==> src/rtl/patdet_ctrl.sv <==
// patdet_ctrl: run-time controller for the serial pattern detector.
// Holds a programmable pattern/length/mode, gates a valid-qualified bit
// stream into a shift history, detects matches (overlapping or not) and
// stops after a programmed number of matches.
module patdet_ctrl #(
  parameter int MAXLEN = 8,
  parameter int LENW   = 4,
  parameter int CNTW   = 8
) (
  input  logic              clk,
  input  logic              rst,
  input  logic              cfg_we,
  input  logic [MAXLEN-1:0] cfg_pat,
  input  logic [LENW-1:0]   cfg_len,
  input  logic              cfg_ovl,
  input  logic [CNTW-1:0]   cfg_target,
  input  logic              start,
  input  logic              abort,
  input  logic              in_valid,
  input  logic              in_bit,
  output logic              in_ready,
  output logic              match,
  output logic [CNTW-1:0]   match_cnt,
  output logic              busy,
  output logic              done,
  output logic              err
);

  typedef enum logic [1:0] {
    IDLE = 2'd0,
    RUN  = 2'd1,
    DONE = 2'd2
  } state_t;

  state_t            state;
  logic [MAXLEN-1:0] pat;
  logic [LENW-1:0]   len;
  logic              ovl;
  logic [CNTW-1:0]   target;
  logic              cfg_ok;
  logic [MAXLEN-1:0] hist;
  logic [LENW-1:0]   fill;

  // Helper terms derived from current state and inputs
  logic [MAXLEN-1:0] len_mask;
  logic [MAXLEN-1:0] hist_new;
  logic [LENW-1:0]   fill_n;
  logic              hit;
  logic [CNTW-1:0]   cnt_inc;
  logic              cfg_valid;
  logic              start_ok;

  // One mask bit per pattern position: position gi takes part in the
  // compare only when it lies inside the programmed length.
  generate
    for (genvar gi = 0; gi < MAXLEN; gi++) begin : g_mask
      assign len_mask[gi] = (LENW'(gi) < len);
    end
  endgenerate

  // Next-bit shift, fill tracking, hit detection and saturating count
  always_comb begin
    hist_new  = {hist[MAXLEN-2:0], in_bit};
    fill_n    = (fill >= len) ? len : fill + LENW'(1);
    hit       = (fill_n == len) && (((hist_new ^ pat) & len_mask) == '0);
    cnt_inc   = (match_cnt == {CNTW{1'b1}}) ? match_cnt : match_cnt + CNTW'(1);
    cfg_valid = (cfg_len != '0) && (cfg_len <= LENW'(MAXLEN));
    // A configuration accepted this same cycle already qualifies a start.
    start_ok  = cfg_ok || (cfg_we && cfg_valid);
  end

  // Controller FSM with registered outputs
  always_ff @(posedge clk) begin
    if (rst) begin
      state     <= IDLE;
      pat       <= '0;
      len       <= '0;
      ovl       <= 1'b0;
      target    <= '0;
      cfg_ok    <= 1'b0;
      hist      <= '0;
      fill      <= '0;
      in_ready  <= 1'b0;
      match     <= 1'b0;
      match_cnt <= '0;
      busy      <= 1'b0;
      done      <= 1'b0;
      err       <= 1'b0;
    end else begin
      match <= 1'b0;
      err   <= 1'b0;
      case (state)
        RUN: begin
          if (abort) begin
            // Abort wins over any bit offered in the same cycle.
            state    <= IDLE;
            busy     <= 1'b0;
            in_ready <= 1'b0;
          end else begin
            if (cfg_we) begin
              err <= 1'b1;
            end
            if (in_valid) begin
              hist <= hist_new;
              fill <= (hit && !ovl) ? '0 : fill_n;
              if (hit) begin
                match     <= 1'b1;
                match_cnt <= cnt_inc;
                if ((target != '0) && (cnt_inc == target)) begin
                  state    <= DONE;
                  busy     <= 1'b0;
                  in_ready <= 1'b0;
                  done     <= 1'b1;
                end
              end
            end
          end
        end
        default: begin
          // IDLE and DONE: configuration first, then abort, then start.
          if (cfg_we) begin
            if (cfg_valid) begin
              pat    <= cfg_pat;
              len    <= cfg_len;
              ovl    <= cfg_ovl;
              target <= cfg_target;
              cfg_ok <= 1'b1;
              state  <= IDLE;
              done   <= 1'b0;
            end else begin
              err <= 1'b1;
            end
          end
          if (abort) begin
            state <= IDLE;
            done  <= 1'b0;
          end else if (start) begin
            if (start_ok) begin
              hist      <= '0;
              fill      <= '0;
              match_cnt <= '0;
              state     <= RUN;
              busy      <= 1'b1;
              in_ready  <= 1'b1;
              done      <= 1'b0;
            end else begin
              err   <= 1'b1;
              state <= IDLE;
              done  <= 1'b0;
            end
          end
        end
      endcase
    end
  end

endmodule

==> config.mk <==
export PLATFORM = sky130hd
export DESIGN_NAME = patdet_ctrl
export DESIGN_NICKNAME = d
export VERILOG_FILES = /design/src/rtl/patdet_ctrl.sv
export SDC_FILE = /design/constraint.sdc
export NUM_CORES = 1
export LEC_CHECK = 0
export BUFFER_PORTS_ARGS = -buffer_cell sky130_fd_sc_hd__clkbuf_2
export CAP_MARGIN = 10
export CELL_PAD_IN_SITES_DETAIL_PLACEMENT = 1
export CELL_PAD_IN_SITES_GLOBAL_PLACEMENT = 1
export CORE_ASPECT_RATIO = 0.75
export CORE_MARGIN = 2
export CORE_UTILIZATION = 42
export CTS_CLUSTER_DIAMETER = 120
export DETAILED_ROUTE_END_ITERATION = 12
export PLACE_DENSITY = 0.87
export SLEW_MARGIN = 20
export SYNTH_ARGS = -nofsm -noshare
export SYNTH_HDL_FRONTEND = slang
export SYNTH_SLANG_ARGS = --single-unit
==> constraint.sdc <==
create_clock -name clk -period 3 [get_ports clk]
set_input_delay 0.45 -clock clk [delete_from_list [all_inputs] [get_ports clk]]
set_output_delay 0.45 -clock clk [all_outputs]
set_load 0.01 [all_outputs]
# Word-level counts from Yosys, hierarchy flattened
# Index checks and enable logic that the tools add are counted.
[totals] latchBits=0 output_inout_bits=13 mem_count=0 ff_bits=47 ramBits=0 mem_bits_ro=0 input_bits=28 wordCells=118
[op_classes] order_cmp=10 shift=0 n_bitwise=5 addsub=2 mul=0 n_div=0 reduce_logical=21 n_mux=55 n_eq_ne=12
[op_table] cell="2-to-1 mux 8 bit" count=8
[op_table] cell="2-to-1 mux 4 bit" count=8
[op_table] cell="2-to-1 mux 1 bit" count=27
[op_table] cell="2-to-1 mux 7 bit" count=3
[op_table] cell="2-to-1 mux 2 bit" count=9
[op_table] cell="less-than comparator 3 x 4 -> 1 bit, first input constant" count=4
[op_table] cell="AND reduction 6 bit" count=2
[op_table] cell="nonzero test 4 bit" count=3
[op_table] cell="AND reduction 5 bit" count=2
[op_table] cell="inequality test 3 bit, second input constant" count=3
[op_table] cell="adder 8 x 1 -> 8 bit, second input constant" count=1
[op_table] cell="bitwise AND 8 bit" count=1
[op_table] cell="== test 8 bit" count=1
[op_table] cell="== test 8 bit, second input constant" count=1
[op_table] cell="zero test 8 bit" count=1
[op_table] cell="less-than comparator 1 x 4 -> 1 bit, first input constant" count=2
[op_table] cell="less-than comparator 2 x 4 -> 1 bit, first input constant" count=2
[op_table] cell="inequality test 2 bit, second input constant" count=4
[op_table] cell="nonzero test 8 bit" count=1
[op_table] cell="XOR 8 bit" count=1
[op_table] cell="logical AND 1 bit" count=5
[op_table] cell="adder 4 x 1 -> 4 bit, second input constant" count=1
[op_table] cell="== test 4 bit" count=1
[op_table] cell=">= comparator 4 bit" count=1
[op_table] cell="10 further kinds" count=13

# Longest topological paths before layout
# Gate-level depths: netlist of run 1.
[logic_depth] depth_word=9 ltp_mapped=10 mapped_depth_nobuf=8

# Worst setup path before layout of run 1
# No wires, ideal clock.
[synth_timing] path_type="register to register" start="reg len[1]" end="reg match_cnt[2]" path_stages_with_launch=10 setup_time_ps=95 arrival_ps=2280 setup_slack_ps=625 required_ps=2905 path_buffers=2 period_less_slack_ps=2375 path_cell_list="dfxtp_1 -> clkbuf_1 -> inv_1 -> ha_1 -> a2111o_1 -> a32oi_1 -> a2111oi_0 -> or2_2 -> clkbuf_1 -> a221oi_1"
[synth_via] elab_chain_cells=6 word_cells_on_any_way=16
[synth_lines] item="start: declaration" line="37" text="logic [LENW-1:0] len;"
[synth_lines] item="start signal: assignment" line="124" text="len <= cfg_len;"
[synth_lines] item=">= comparator 4 bit, or another cell as far along" line="64" text="fill_n = (fill >= len) ? len : fill + LENW'(1);"
[synth_lines] item="2-to-1 mux 4 bit / bitwise AND 8 bit (equally long branches)" line="64, 65"
[synth_lines] item="== test 4 bit / zero test 8 bit (equally long branches)" line="65" text="hit = (fill_n == len) && (((hist_new ^ pat) & len_mask) == '0);"
[synth_lines] item="logical AND 1 bit *" line="65"
[synth_lines] item="inequality test 2 bit (no source line) *"
[synth_lines] item="AND reduction 5 bit (no source line) *"
[synth_lines] item="end signal: assignment" line="108" text="match_cnt <= cnt_inc;"
[synth_lines] item="end: declaration" line="23" text="output logic [CNTW-1:0] match_cnt,"
# Mark *: on every way between the ends. The rest lies on a longest branch, timed or not.
# A chain may end at the register's enable or synchronous reset.

# Worst setup path in the final report of run 1
[layout_timing] start="reg match_cnt[2]" end="reg state[0]"
[layout_via] elab_chain_cells=6 word_cells_on_any_way=7
[layout_lines] item="adder 8 x 1 -> 8 bit / == test 8 bit (equally long branches)" line="66" text="cnt_inc = (match_cnt == {CNTW{1'b1}}) ? match_cnt : match_cnt + CNTW'(1);"
[layout_lines] item="2-to-1 mux 8 bit *" line="66"
[layout_lines] item="== test 8 bit *" line="109" text="if ((target != '0) && (cnt_inc == target)) begin"
[layout_lines] item="logical AND 1 bit *" line="109"
[layout_lines] item="inequality test 3 bit (no source line) *"
[layout_lines] item="AND reduction 5 bit (no source line) *"
[layout_lines] item="end signal: assignment" line="110" text="state <= DONE;"
[layout_lines] item="end signal: assignment" line="128" text="state <= IDLE;"
[layout_lines] item="end signal: assignment" line="135" text="state <= IDLE;"
[layout_lines] item="end: declaration" line="35" text="state_t state;"
# Marked as above.

==> impl_metrics.yaml, run 1 <==
clock_network:
  cts_tree: "done"
  root_buffer: "clkbuf_8"
  cts_made_buffers: 5
  cts_sinks: 47
  clk_pin_slew_worst_paths_ns: 0.10
  cts_resized: 0
  htree_levels: 2
  ctsHoldBuffers: 0
  clk_latency_ns: 0.31
  cts_setup_buffers: 0
  clock_path_buffers: 2
synth:
  synth-seq-area-share_pct: 33.6
  synth_ff_type: "dfxtp_1"
  yosysTopAreaCellShare_pct: 33.6
  synth-async-reset-ratio_pct: 0
  yosys_register_bits: 47
  synth_area_leaders: "dfxtp_1 (34%), nand2_1 (7.2%), a21oi_1 (5.5%)"
  synth_top_area_cell: "dfxtp_1"
  synth_edf_count: 0
  avgSynthCellArea_sq_um: 7.98
  synth_cell_types: 64
  syn_inst: 351
  synth_area_sq_um: 2800
  yosysWarnings: 0
  syn-num-nets: 385
grt:
  antenna_found_initial: 0
  grtUsageTotal_pct: 25.1
  grt.overflow.total: 0
  grt_pass1_wl_microns: 14500
  grt_max_degree: 29
  grt_pass1_vias: 2785
drt:
  antenna_left: 0
  wl_per_cell_microns: 19.2
  wirelength_microns: 8980
  via_count: 2824
  drc: 0
  avgViaCountPerCell: 6.05
  drtIter0Drc: 179
  firstDrtPassIters: 4
sta:
  fin_crit_sh_pct: 87.4
  slew_violations: 0
  timing_hold_violations_final: 0
  clock.fmax_mhz: 381
  rsz0062_at_grt: "no"
  setup_violations: 0
  period_minus_slack_ns: 2.62
  tightestPinTransition_ns: 0.795
  clock_skew_ns: 0.00800
  fin_tns_setup_ns: 0
  final.setup.worst_slack_ns: 0.378
  max_slew_margin_pct: 46.6
critical_path:
  crit_type: "reg2reg"
  crit_slowest_cell: "dfxtp_1"
  rr_startpoint: "match_cnt[2]"
  crit_arrival_ns: 2.83
  end_kind: "flip-flop"
  slowest_delay_ns: 0.60
  critPathLaunch: "match_cnt[2]"
  critPathLaunchType: "flip-flop"
  path_cells: "nand3_4 -> or4b_4 -> a221o_1 -> a2111oi_4 -> nand4_2 -> a31o_1"
  cp.required_ns: 3.20
  worstPathMaxFanout: 11
placement:
  gp_congestion: 1.03
  dp_slack_ns: 0.391
  port_buffers: 40
  dp_cells: 459
  place_area_sq_um: 3080
  dpl.hpwl_microns: 6600
finish:
  drive_gt1_share_pct: 18.4
  finalInstanceArea_sq_um: 3170
  syn_to_final_growth_pct: 13.1
  post-route-util_pct: 49.7
  nets: 419
  diodes: 0
  final_cell_count_no_fill: 467
  fillers: 817
power:
  p_per_area_nw_per_um2: 429
  vdd_drop_max_v: 0.000304
  leakage_nw: 1.23
floorplanning:
  initial_utilization_pct: 43.9
  io_pins: 41
  die_area_sq_um: 7350
  rows: 25
  die-width_microns: 98.3
  coreArea_sq_um: 6380
  die_h_microns: 74.7
min_path:
  worstHoldStart: "cfg_pat[5]"
  hold_path.class: "in2reg"
outcome:
  outcome: "finished, final reports clean"
run:
  maxCapViolations: 0
[report_power, final]
group	switching, mW	internal, mW
combinational	0.169	0.113
sequential	0.0268	0.648
clock	0.238	0.168
total	0.434	0.928
[metrics by stage]
step                hold WS (ns)  total power, mW
floorplan                  0.436            0.870
CTS                        0.348             1.37
global placement           0.447            0.952
detailed placement         0.467            0.963
global route               0.352             1.42
finish                     0.357             1.36
[metal layers]
metal | share of wire [%] | routed length, microns | GRT usage, % | up-vias
met4 | 1.4 | 124 | 6.24 | 0
met5 | 0 | 0 | 0 | -
met3 | 6.5 | 584 | 4.36 | 14
li1 | - | - | - | 1357
met2 | 46 | 4090 | 41.6 | 97
met1 | 47 | 4180 | 34.7 | 1356
[sequential cells by signal, indices dropped and copies added, names as in the netlist]
| register | cells |
|---|---|
| pat | 8 |
| match_cnt | 8 |
| cfg_ok | 1 |
| busy | 1 |
| err | 1 |
| fill | 4 |
| match | 1 |
| done | 1 |
| ovl | 1 |
| target | 8 |
| state | 2 |
| hist | 7 |
| len | 4 |
[cells by family after synthesis]
group | after synthesis | synth area share, %
AND/OR/NAND/NOR | 137 | 24.6
AO/OA/AOI/OAI | 105 | 26.8
flip-flops | 47 | 33.6
buffers and inverters | 35 | 5.71
XOR/XNOR | 19 | 5.94
adder cells (fa/ha/maj) | 6 | 2.68
multiplexers | 2 | 0.714
[final cells by class]
class,count,area [sq um],share of cell area [%]
Clock buffer,5,68.8,2.17
Clock inverter,3,22.5,0.710
Multi-Input combinational cell,269,1700,53.7
Timing Repair Buffer,54,305,9.63
Sequential cell,47,941,29.7
Tap cell,81,101,3.20
Inverter,8,30.0,0.947
[cells in the final DEF, fill, tap and decap left out, types with 4 or more instances in the layout]
cell	n
nand2_1	54
and2_1	5
xnor2_1	11
nor2_1	20
clkbuf_8	5
a21oi_1	31
clkbuf_2	40
a22o_1	7
a32oi_1	6
nand2b_1	7
buf_4	14
dfxtp_1	47
a31oi_1	4
nor3_1	8
inv_1	8
ha_1	6
xor2_1	8
o21ai_0	9
a211oi_1	6
nand3_1	11
and3_1	7
[synth_stat cells, types with 7 or more instances]
library cell,instances
nand2_1,54
xor2_1,8
nand3_1,11
and3_1,7
xnor2_1,11
dfxtp_1,47
o21ai_0,9
nand2b_1,7
a22o_1,7
a21oi_1,31
inv_1,8
nor3_1,8
nor2_1,20
clkbuf_1,16
[path summary, 6_finish.rpt]
kind | endpoint | slack (ns) | cells after the start
setup / recovery | state[0] | 0.38 | 6
hold / removal | pat[5] | 0.36 | 3
setup reg to reg | state[0] | 0.38 | 6
hold reg to reg | pat[0] | 0.48 | 2
[worst max-delay path, delay by kind of cell, from the launching register on]
kind            cells  cell delay (ns)
flops               1             0.60
simple gates        3             0.96
compound gates      3             0.95
Note: power is estimated with default switching activity, not from simulation.
==> inputs of run 2 (changes only) <==
--- a/config.mk
+++ b/config.mk
@@ -7,14 +7,13 @@
 export LEC_CHECK = 0
 export BUFFER_PORTS_ARGS = -buffer_cell sky130_fd_sc_hd__clkbuf_2
 export CAP_MARGIN = 10
-export CELL_PAD_IN_SITES_DETAIL_PLACEMENT = 1
-export CELL_PAD_IN_SITES_GLOBAL_PLACEMENT = 1
 export CORE_ASPECT_RATIO = 0.75
 export CORE_MARGIN = 2
-export CORE_UTILIZATION = 42
+export CORE_UTILIZATION = 55
 export CTS_CLUSTER_DIAMETER = 120
 export DETAILED_ROUTE_END_ITERATION = 12
-export PLACE_DENSITY = 0.87
+export PLACE_DENSITY = 0.85
+export REMOVE_ABC_BUFFERS = 1
 export SLEW_MARGIN = 20
 export SYNTH_ARGS = -nofsm -noshare
 export SYNTH_HDL_FRONTEND = slang
==> impl_metrics.yaml, run 2 (synthesized netlist as in run 1, its figures left out) <==
outcome:
  outcome: "finished, final reports clean"
min_path:
  hold_path.class: "in2reg"
  worstHoldStart: "cfg_target[7]"
placement:
  gp_congestion: 0.984
  port_buffers: 40
  dpl.hpwl_microns: 5290
drt:
  firstDrtPassIters: 6
  wl_per_cell_microns: 16.4
  antenna_left: 0
  via_count: 2749
  drtIter0Drc: 351
  wirelength_microns: 7260
  drc: 0
  avgViaCountPerCell: 6.22
clock_network:
  clk_pin_slew_worst_paths_ns: 0.09
  htree_levels: 2
  cts_setup_buffers: 0
  cts_resized: 0
  root_buffer: "clkbuf_8"
  clk_latency_ns: 0.30
  cts_tree: "done"
  clock_path_buffers: 2
  ctsHoldBuffers: 0
  cts_sinks: 47
  cts_made_buffers: 5
sta:
  period_minus_slack_ns: 2.73
  fin_tns_setup_ns: 0
  clock_skew_ns: 0.00535
  setup_violations: 0
  tightestPinTransition_ns: 0.906
  rsz0062_at_grt: "no"
  clock.fmax_mhz: 366
  hold_slack_ns: 0.358
  max_slew_margin_pct: 39.3
  slew_violations: 0
  timing_hold_violations_final: 0
  fin_crit_sh_pct: 91.0
run:
  maxCapViolations: 0
finish:
  top_regs: "match_cnt (8), pat (8), target (8)"
  drive_gt1_share_pct: 17.5
  nets: 415
  final_common_cell: "nand2_1"
  diodes: 0
  syn_to_final_growth_pct: 11.3
  layout_common_cells: "nand2_1 (54), dfxtp_1 (47), clkbuf_2 (40)"
  post-route-util_pct: 63.7
grt:
  antenna_found_initial: 0
  grtUsageTotal_pct: 27.1
  grt_max_degree: 40
  grt.overflow.total: 0
  grt_pass1_vias: 2416
  grt_pass1_wl_microns: 12000
critical_path:
  cp.required_ns: 3.20
  end_kind: "flip-flop"
  path_cells: "ha_1 -> nand4_1 -> nor2_1 -> a32oi_1 -> a211oi_1 -> nand4_2 -> a31o_1"
  critPathLaunch: "match_cnt[1]"
  slowest_delay_ns: 0.52
  worstPathMaxFanout: 9
  rr_startpoint: "match_cnt[1]"
  crit_arrival_ns: 2.93
  critPathLaunchType: "flip-flop"
  crit_type: "reg2reg"
  critPathBufInv: 0
  crit_slowest_cell: "dfxtp_1"
  crit_family: "compound AO/OA/AOI/OAI gates"
power:
  p_comb_share_pct: 20.3
  p_per_area_nw_per_um2: 427
  leakage_nw: 1.21
  sequentialPowerShare_pct: 50.6
  vdd_drop_max_v: 0.000245
  p_sw_mw: 0.406
  intPower_mw: 0.925
  p_sw_share_pct: 30.5
  pwr-share-clk_pct: 29.1
floorplanning:
  die_area_sq_um: 5690
  initial_utilization_pct: 57.2
  coreArea_sq_um: 4900
  die_h_microns: 65.8
  rows: 22
  io_pins: 41
  die-width_microns: 86.4
[run 2: cell types whose count changed in the layout (fill, tap and decap cells not counted), sizes merged]
cell / change
inv: -1
buf: -4
clkbuf: +1
[run 2: final timing paths]
kind | endpoint | slack, ns | cells past startpoint
hold / removal | target[7] | 0.36 | 3
setup reg to reg | state[0] | 0.27 | 7
setup / recovery | state[0] | 0.27 | 7
hold reg to reg | ovl | 0.47 | 2
[run 2: power groups by stage]
stage	Combinational [mW]	Sequential [mW]	Clock [mW]
global placement	0.254	0.686	0
CTS	0.265	0.672	0.395
global route	0.298	0.676	0.422
floorplan	0.157	0.690	0
detailed placement	0.262	0.687	0
finish	0.271	0.673	0.387
[run 2: final cells by class]
class                           count  area [sq um]
Clock inverter                      2          17.5
Sequential cell                    47           941
Timing Repair Buffer               50           275
Inverter                            8          30.0
Clock buffer                        6          72.6
Fill cell                         400          1780
Tap cell                           60          75.1
Multi-Input combinational cell    269          1710
[run 2: metal layers]
layer | share of wire (%) | global-route usage [%] | wire length (microns)
met5 | 0 | 0 | 0
met4 | 1.3 | 6.45 | 95
met3 | 7.6 | 6.99 | 548
met2 | 43 | 38.8 | 3120
met1 | 48 | 40.5 | 3490
[run 2: worst min-delay path, delay by kind of cell]
kind	cells	cell delay, ns
compound gates	1	0.05
buf+inv	1	0.08
simple gates	1	0.04
[run 2: through the flow]
stage / cells / area, sq um / setup WS [ns] / total power, mW
finish: 442 / 3120 / 0.271 / 1.33
global route: 442 / 3120 / 0.105 / 1.40
CTS: 442 / 3110 / 0.360 / 1.33
detailed placement: 434 / 3020 / 0.244 / 0.949
global placement: 434 / 3020 / 0.299 / 0.940
floorplan: 324 / 2670 / 0.591 / 0.847
